===== src/rtl/seg7_pkg.sv =====
// Shared constants and types for the eight-digit seven-segment scanner.
// Segment vectors are active-low and ordered a..g from bit 6 down to bit 0.
package seg7_pkg;

  localparam int NUM_DIGITS = 8;

  typedef logic [6:0] seg_t;

  localparam seg_t SEG_OFF = 7'h7F;

  localparam seg_t HEX_SEG [16] = '{
    7'b0000001, 7'b1001111, 7'b0010010, 7'b0000110,
    7'b1001100, 7'b0100100, 7'b0100000, 7'b0001111,
    7'b0000000, 7'b0000100, 7'b0001000, 7'b1100000,
    7'b0110001, 7'b1000010, 7'b0110000, 7'b0111000
  };

endpackage


===== src/rtl/seg7_scanner_if.sv =====
// Display-side signal bundle: the word to show in, and the multiplexed drive out.
interface seg7_scanner_if;

  logic [31:0] data;
  logic [7:0]  dp_sel;
  logic [6:0]  a2g;
  logic [7:0]  an;
  logic        dp;
  logic        frame;

  modport master (output data, dp_sel, input a2g, an, dp, frame);
  modport slave  (input data, dp_sel, output a2g, an, dp, frame);

endinterface


===== src/rtl/seg7_hex_decode.sv =====
// Combinational nibble to active-low segment pattern lookup.
module seg7_hex_decode
  import seg7_pkg::*;
(
  input  logic [3:0] nib,
  output seg_t       seg
);

  assign seg = HEX_SEG[nib];

endmodule


===== src/rtl/seg7_scanner.sv =====
// Multiplexed 8-digit hex scanner with a once-per-frame snapshot of the input word.
// Optional leading-zero blanking is enabled by defining SEG7_BLANK_EN.
module seg7_scanner
  import seg7_pkg::*;
#(
  parameter int DIV = 100000
) (
  input  logic           clk,
  input  logic           clr,
  seg7_scanner_if.slave  bus
);

  localparam int CW = $clog2(DIV);

  logic [CW-1:0] div_cnt_q, div_cnt_d;
  logic [2:0]    dig_q, dig_d;
  logic [31:0]   snap_data_q, snap_data_d;
  logic [7:0]    snap_dp_q, snap_dp_d;
  logic          load_pend_q, load_pend_d;
  logic          loaded_q, loaded_d;
  logic [7:0]    an_q, an_d;
  seg_t          a2g_q, a2g_d;
  logic          dp_q, dp_d;
  logic          frame_q, frame_d;

  logic          tick;
  logic          load_now;
  logic [3:0]    cur_nib;
  seg_t          cur_seg;
  logic [NUM_DIGITS-1:0] blank_mask;

  assign tick     = (div_cnt_q == CW'(DIV - 1));
  // The wrap tick and the snapshot share an edge so digit 0 of a frame shows new data.
  assign load_now = load_pend_q | (tick & (dig_q == 3'd7));
  assign cur_nib  = snap_data_q[4*dig_q +: 4];

  seg7_hex_decode u_dec (
    .nib (cur_nib),
    .seg (cur_seg)
  );

  always_comb begin
    blank_mask = '0;
`ifdef SEG7_BLANK_EN
    for (int i = 1; i < NUM_DIGITS; i++) begin
      blank_mask[i] = ~|(snap_data_q >> (4 * i));
    end
`endif
  end

  always_comb begin
    div_cnt_d   = tick ? '0 : div_cnt_q + 1'b1;
    dig_d       = tick ? dig_q + 3'd1 : dig_q;
    snap_data_d = load_now ? bus.data : snap_data_q;
    snap_dp_d   = load_now ? bus.dp_sel : snap_dp_q;
    load_pend_d = 1'b0;
    loaded_d    = load_now;
    frame_d     = loaded_q;
    an_d        = ~(8'b1 << dig_q);
    a2g_d       = cur_seg;
    dp_d        = ~snap_dp_q[dig_q];
    // Stay dark until the first snapshot exists; never flash the reset contents.
    if (load_pend_q || blank_mask[dig_q]) begin
      an_d  = 8'hFF;
      a2g_d = SEG_OFF;
      dp_d  = 1'b1;
    end
  end

  always_ff @(posedge clk) begin
    if (!clr) begin
      div_cnt_q   <= '0;
      dig_q       <= '0;
      snap_data_q <= '0;
      snap_dp_q   <= '0;
      load_pend_q <= 1'b1;
      loaded_q    <= 1'b0;
      an_q        <= 8'hFF;
      a2g_q       <= SEG_OFF;
      dp_q        <= 1'b1;
      frame_q     <= 1'b0;
    end else begin
      div_cnt_q   <= div_cnt_d;
      dig_q       <= dig_d;
      snap_data_q <= snap_data_d;
      snap_dp_q   <= snap_dp_d;
      load_pend_q <= load_pend_d;
      loaded_q    <= loaded_d;
      an_q        <= an_d;
      a2g_q       <= a2g_d;
      dp_q        <= dp_d;
      frame_q     <= frame_d;
    end
  end

  assign bus.an    = an_q;
  assign bus.a2g   = a2g_q;
  assign bus.dp    = dp_q;
  assign bus.frame = frame_q;

endmodule


===== src/flat_wrapper.sv =====
// flat-port wrapper written by rule: the top's interface ports become plain ports
module seg7_scanner_flat import seg7_pkg::*;
#(
  parameter int DIV = 100000
)
  (clk, clr, bus_data, bus_dp_sel, bus_a2g, bus_an, bus_dp, bus_frame);
  seg7_scanner_if bus_i ();
  input  logic clk;
  input  logic clr;
  input wire logic [$bits(bus_i.data)-1:0] bus_data;
  input wire logic [$bits(bus_i.dp_sel)-1:0] bus_dp_sel;
  output wire logic [$bits(bus_i.a2g)-1:0] bus_a2g;
  output wire logic [$bits(bus_i.an)-1:0] bus_an;
  output wire logic [$bits(bus_i.dp)-1:0] bus_dp;
  output wire logic [$bits(bus_i.frame)-1:0] bus_frame;
  assign bus_i.data = bus_data;
  assign bus_i.dp_sel = bus_dp_sel;
  assign bus_a2g = bus_i.a2g;
  assign bus_an = bus_i.an;
  assign bus_dp = bus_i.dp;
  assign bus_frame = bus_i.frame;
  seg7_scanner #(.DIV(DIV)) u_core (.clk(clk), .clr(clr), .bus(bus_i));
endmodule

===== config.mk =====
export PLATFORM = sky130hd
export DESIGN_NAME = seg7_scanner_flat
export DESIGN_NICKNAME = d
export VERILOG_FILES = /design/src/rtl/seg7_pkg.sv /design/src/rtl/seg7_scanner_if.sv /design/src/rtl/seg7_hex_decode.sv /design/src/rtl/seg7_scanner.sv /design/src/flat_wrapper.sv
export SDC_FILE = /design/constraint.sdc
export NUM_CORES = 1
export LEC_CHECK = 0
export ABC_AREA = 0
export CAP_MARGIN = 20
export CORE_MARGIN = 3
export CORE_UTILIZATION = 40
export CTS_CLUSTER_SIZE = 8
export DETAILED_ROUTE_END_ITERATION = 10
export PLACE_DENSITY = 0.76
export SKIP_LAST_GASP = 1
export SLEW_MARGIN = 20
export SYNTH_ARGS = -nofsm -noshare
export SYNTH_HDL_FRONTEND = slang
export SYNTH_SLANG_ARGS = --single-unit

===== constraint.sdc =====
create_clock -name clk -period 2.4 [get_ports clk]
set_clock_uncertainty 0.05 [all_clocks]
set_input_delay 0.72 -clock clk [delete_from_list [all_inputs] [get_ports clk]]
set_output_delay 0.72 -clock clk [all_outputs]
set_load 0.02 [all_outputs]

==> results_dict.tcl <==
set metrics [dict create \
    synth_fp_nets 436 \
    dieArea_um2 9830 \
    ys_ff_latch 79 \
    start_kind "flop" \
    status "finished clean" \
    power_frac_clock_pct 38.8 \
    vias 2792 \
    syn_avg_cell_area_um2 9.11 \
    dpl.hpwl_um 5150 \
    endpoint_kind "flop" \
    core_um2 8340 \
    drc 0 \
    final_cell_area_um2 4390 \
    async_flop_share_pct 0 \
    rows 33 \
    ys.warnings.count 0 \
    h-tree-depth 3 \
    layout.nets 492 \
    crit_type "reg -> reg" \
    fin_crit_ps 2260 \
    wl_per_cell_um 13.6 \
    required_ps 2580 \
    area_growth_pct 26.6 \
    gp_congestion 0.915 \
    die_w_um 99.2 \
    yosysMostFrequentCell "dfxtp_1" \
    synth_top_area_share_pct 45.5 \
    drive_gt1_share_pct 13.1 \
    initial_core_util_pct 41.6 \
    period_share_pct 94.2 \
    clockBufferDepth 2 \
    p_leak_nw 1.65 \
    pwr-share-comb_pct 10.1 \
    r2r_slack_ps 140 \
    clock_sinks 79 \
    seqPwrFrac_pct 51.1 \
    power.total_mw 2.73 \
    internal_power_mw 2.10 \
    viasPerCell 5.10 \
    ios 59 \
    synthTopCellsByArea "dfxtp_1 (46%), nand3_1 (7.2%), nand2_1 (6.5%)" \
    synthFlopType "dfxtp_1" \
    synth_largest_area_cell "dfxtp_1" \
    cp_max_fo 5 \
    grt_max_degree 83 \
    first_pass_iters 5 \
    drv_cap 0 \
    dpl_cell_area_um2 4170 \
    clk_latency_ps 350 \
    drv_slew 0 \
    clockRootBuffer "clkbuf_8" \
    portBuffers 58 \
    ir_drop_v 0.000276 \
    clk_pin_slew_worst_paths_ps 90 \
    seq_area_frac_synth_pct 45.5 \
    tns_ps 0 \
    grt_pass1_wl_um 12500 \
    die_h_um 99.2 \
    numCtsBuffers 9 \
    hold_viol 0 \
    synth_cells 381 \
    grt_pass1_vias 2700 \
    fin_ws_ps 139 \
    drtAntennaViolNets 0 \
    hold_class "reg -> reg" \
    maxSlewHeadroom_pct 66.1 \
    drt_iter0_markers 130 \
    p_sw_share_pct 23.3 \
    preCtsSetupSlack_ps 53.5 \
    ys_top_cells_by_count "dfxtp_1 (79), nand2_1 (60), nand3_1 (50), o21ai_0 (41), nor2_1 (17)" \
    worstPathArrival_ps 2440 \
    mappedNetlistArea_um2 3470 \
    switchingPower_mw 0.638 \
    diodes 0 \
    groute.usage.overall_pct 15.8 \
    synth_cell_types 45 \
    fmax_mhz 442 \
    tritoncts "yes" \
    worst_pin_slew_ps 509 \
    synth-edff-count 0 \
    overflow 0 \
    drt_wl_total_um 7420 \
    grt_antenna_before_repair 0 \
    setup_viol 0 \
    cellPowerDensity_nw_per_um2 622 \
]
layer usage:
layer	vias to the layer above	global-route usage, %	share of wire [%]
met5	-	0	0
met4	0	7.56	0.90
met2	77	25.8	49
met1	1281	20.3	46
li1	1428	-	-
met3	6	2.59	4.6
flip-flops by register name (all words and copies together), names as in the netlist, 3 cells and up:
register            cells
u_core.snap_data_q     32
u_core.div_cnt_q       17
u_core.dig_q            3
u_core.bus.an           8
u_core.snap_dp_q        8
u_core.bus.a2g          7
cell families after synthesis:
group                    Yosys count  synth area share, %
AO/OA/AOI/OAI                     62                 10.3
XOR/XNOR                          15                 3.78
adder cells (fa/ha/maj)           13                 4.68
buffers and inverters             34                 4.86
flip-flops                        79                 45.5
multiplexers                      18                 8.14
AND/OR/NAND/NOR                  160                 22.7
path summary, 6_finish.rpt:
path,start,to,cells past startpoint
hold / removal,u_core.snap_data_q[9],u_core.snap_data_q[9],2
hold reg to reg,u_core.snap_data_q[9],u_core.snap_data_q[9],2
setup / recovery,u_core.dig_q[0],u_core.bus.a2g[3],7
setup reg to reg,u_core.dig_q[0],u_core.bus.a2g[3],7
layout make-up:
cell class | count | area, um^2
fillers | 759 | 3950
multi-input cells | 268 | 1750
clock buffers | 11 | 131
clock inverters | 5 | 82.6
repair buffers | 69 | 683
flip-flops and latches | 79 | 1580
inverters | 10 | 37.5
well taps | 105 | 131
layout by cell type (no fill, tap or decap), types with 10 or more instances in the layout:
master	netlist	routed
nor2_2	10	10
nor2_1	17	17
clkdlybuf4s50_1	0	57
dfxtp_1	79	78
nand2_1	60	60
nand3_1	50	50
o21ai_0	41	41
ha_1	13	13
timing repair:
item | in CTS | in global routing
endpoints found under the setup margin | 0 | 2
hold endpoints to repair | 0 | 0
setup buffers | 0 | 0
hold buffers | 0 | 0
gates resized for setup | 0 | 5
power by group through the flow:
| stage | combinational (mW) | sequential, mW | clock [mW] |
|---|---|---|---|
| after global routing | 0.305 | 1.40 | 1.13 |
| after global placement | 0.264 | 1.43 | 0 |
| final | 0.276 | 1.40 | 1.06 |
| after floorplan | 0.138 | 1.43 | 0 |
| after CTS | 0.274 | 1.40 | 1.08 |
| after detailed placement | 0.270 | 1.43 | 0 |
per-stage QoR:
step	instances	util (%)	hold slack, ps
after floorplan	381	-	362
final	547	52.7	413
after CTS	547	52.5	414
after detailed placement	531	50.0	385
after global placement	531	50.0	378
after global routing	547	52.7	427
worst max-delay path: stages, from the launching register on:
cell	delay, ps
dfxtp_2	400
buf_4	160
mux4_2	510
mux2i_2	180
inv_1	110
ha_1	260
a2111oi_2	370
a31oi_1	90
(Power assumes the default switching activity.)
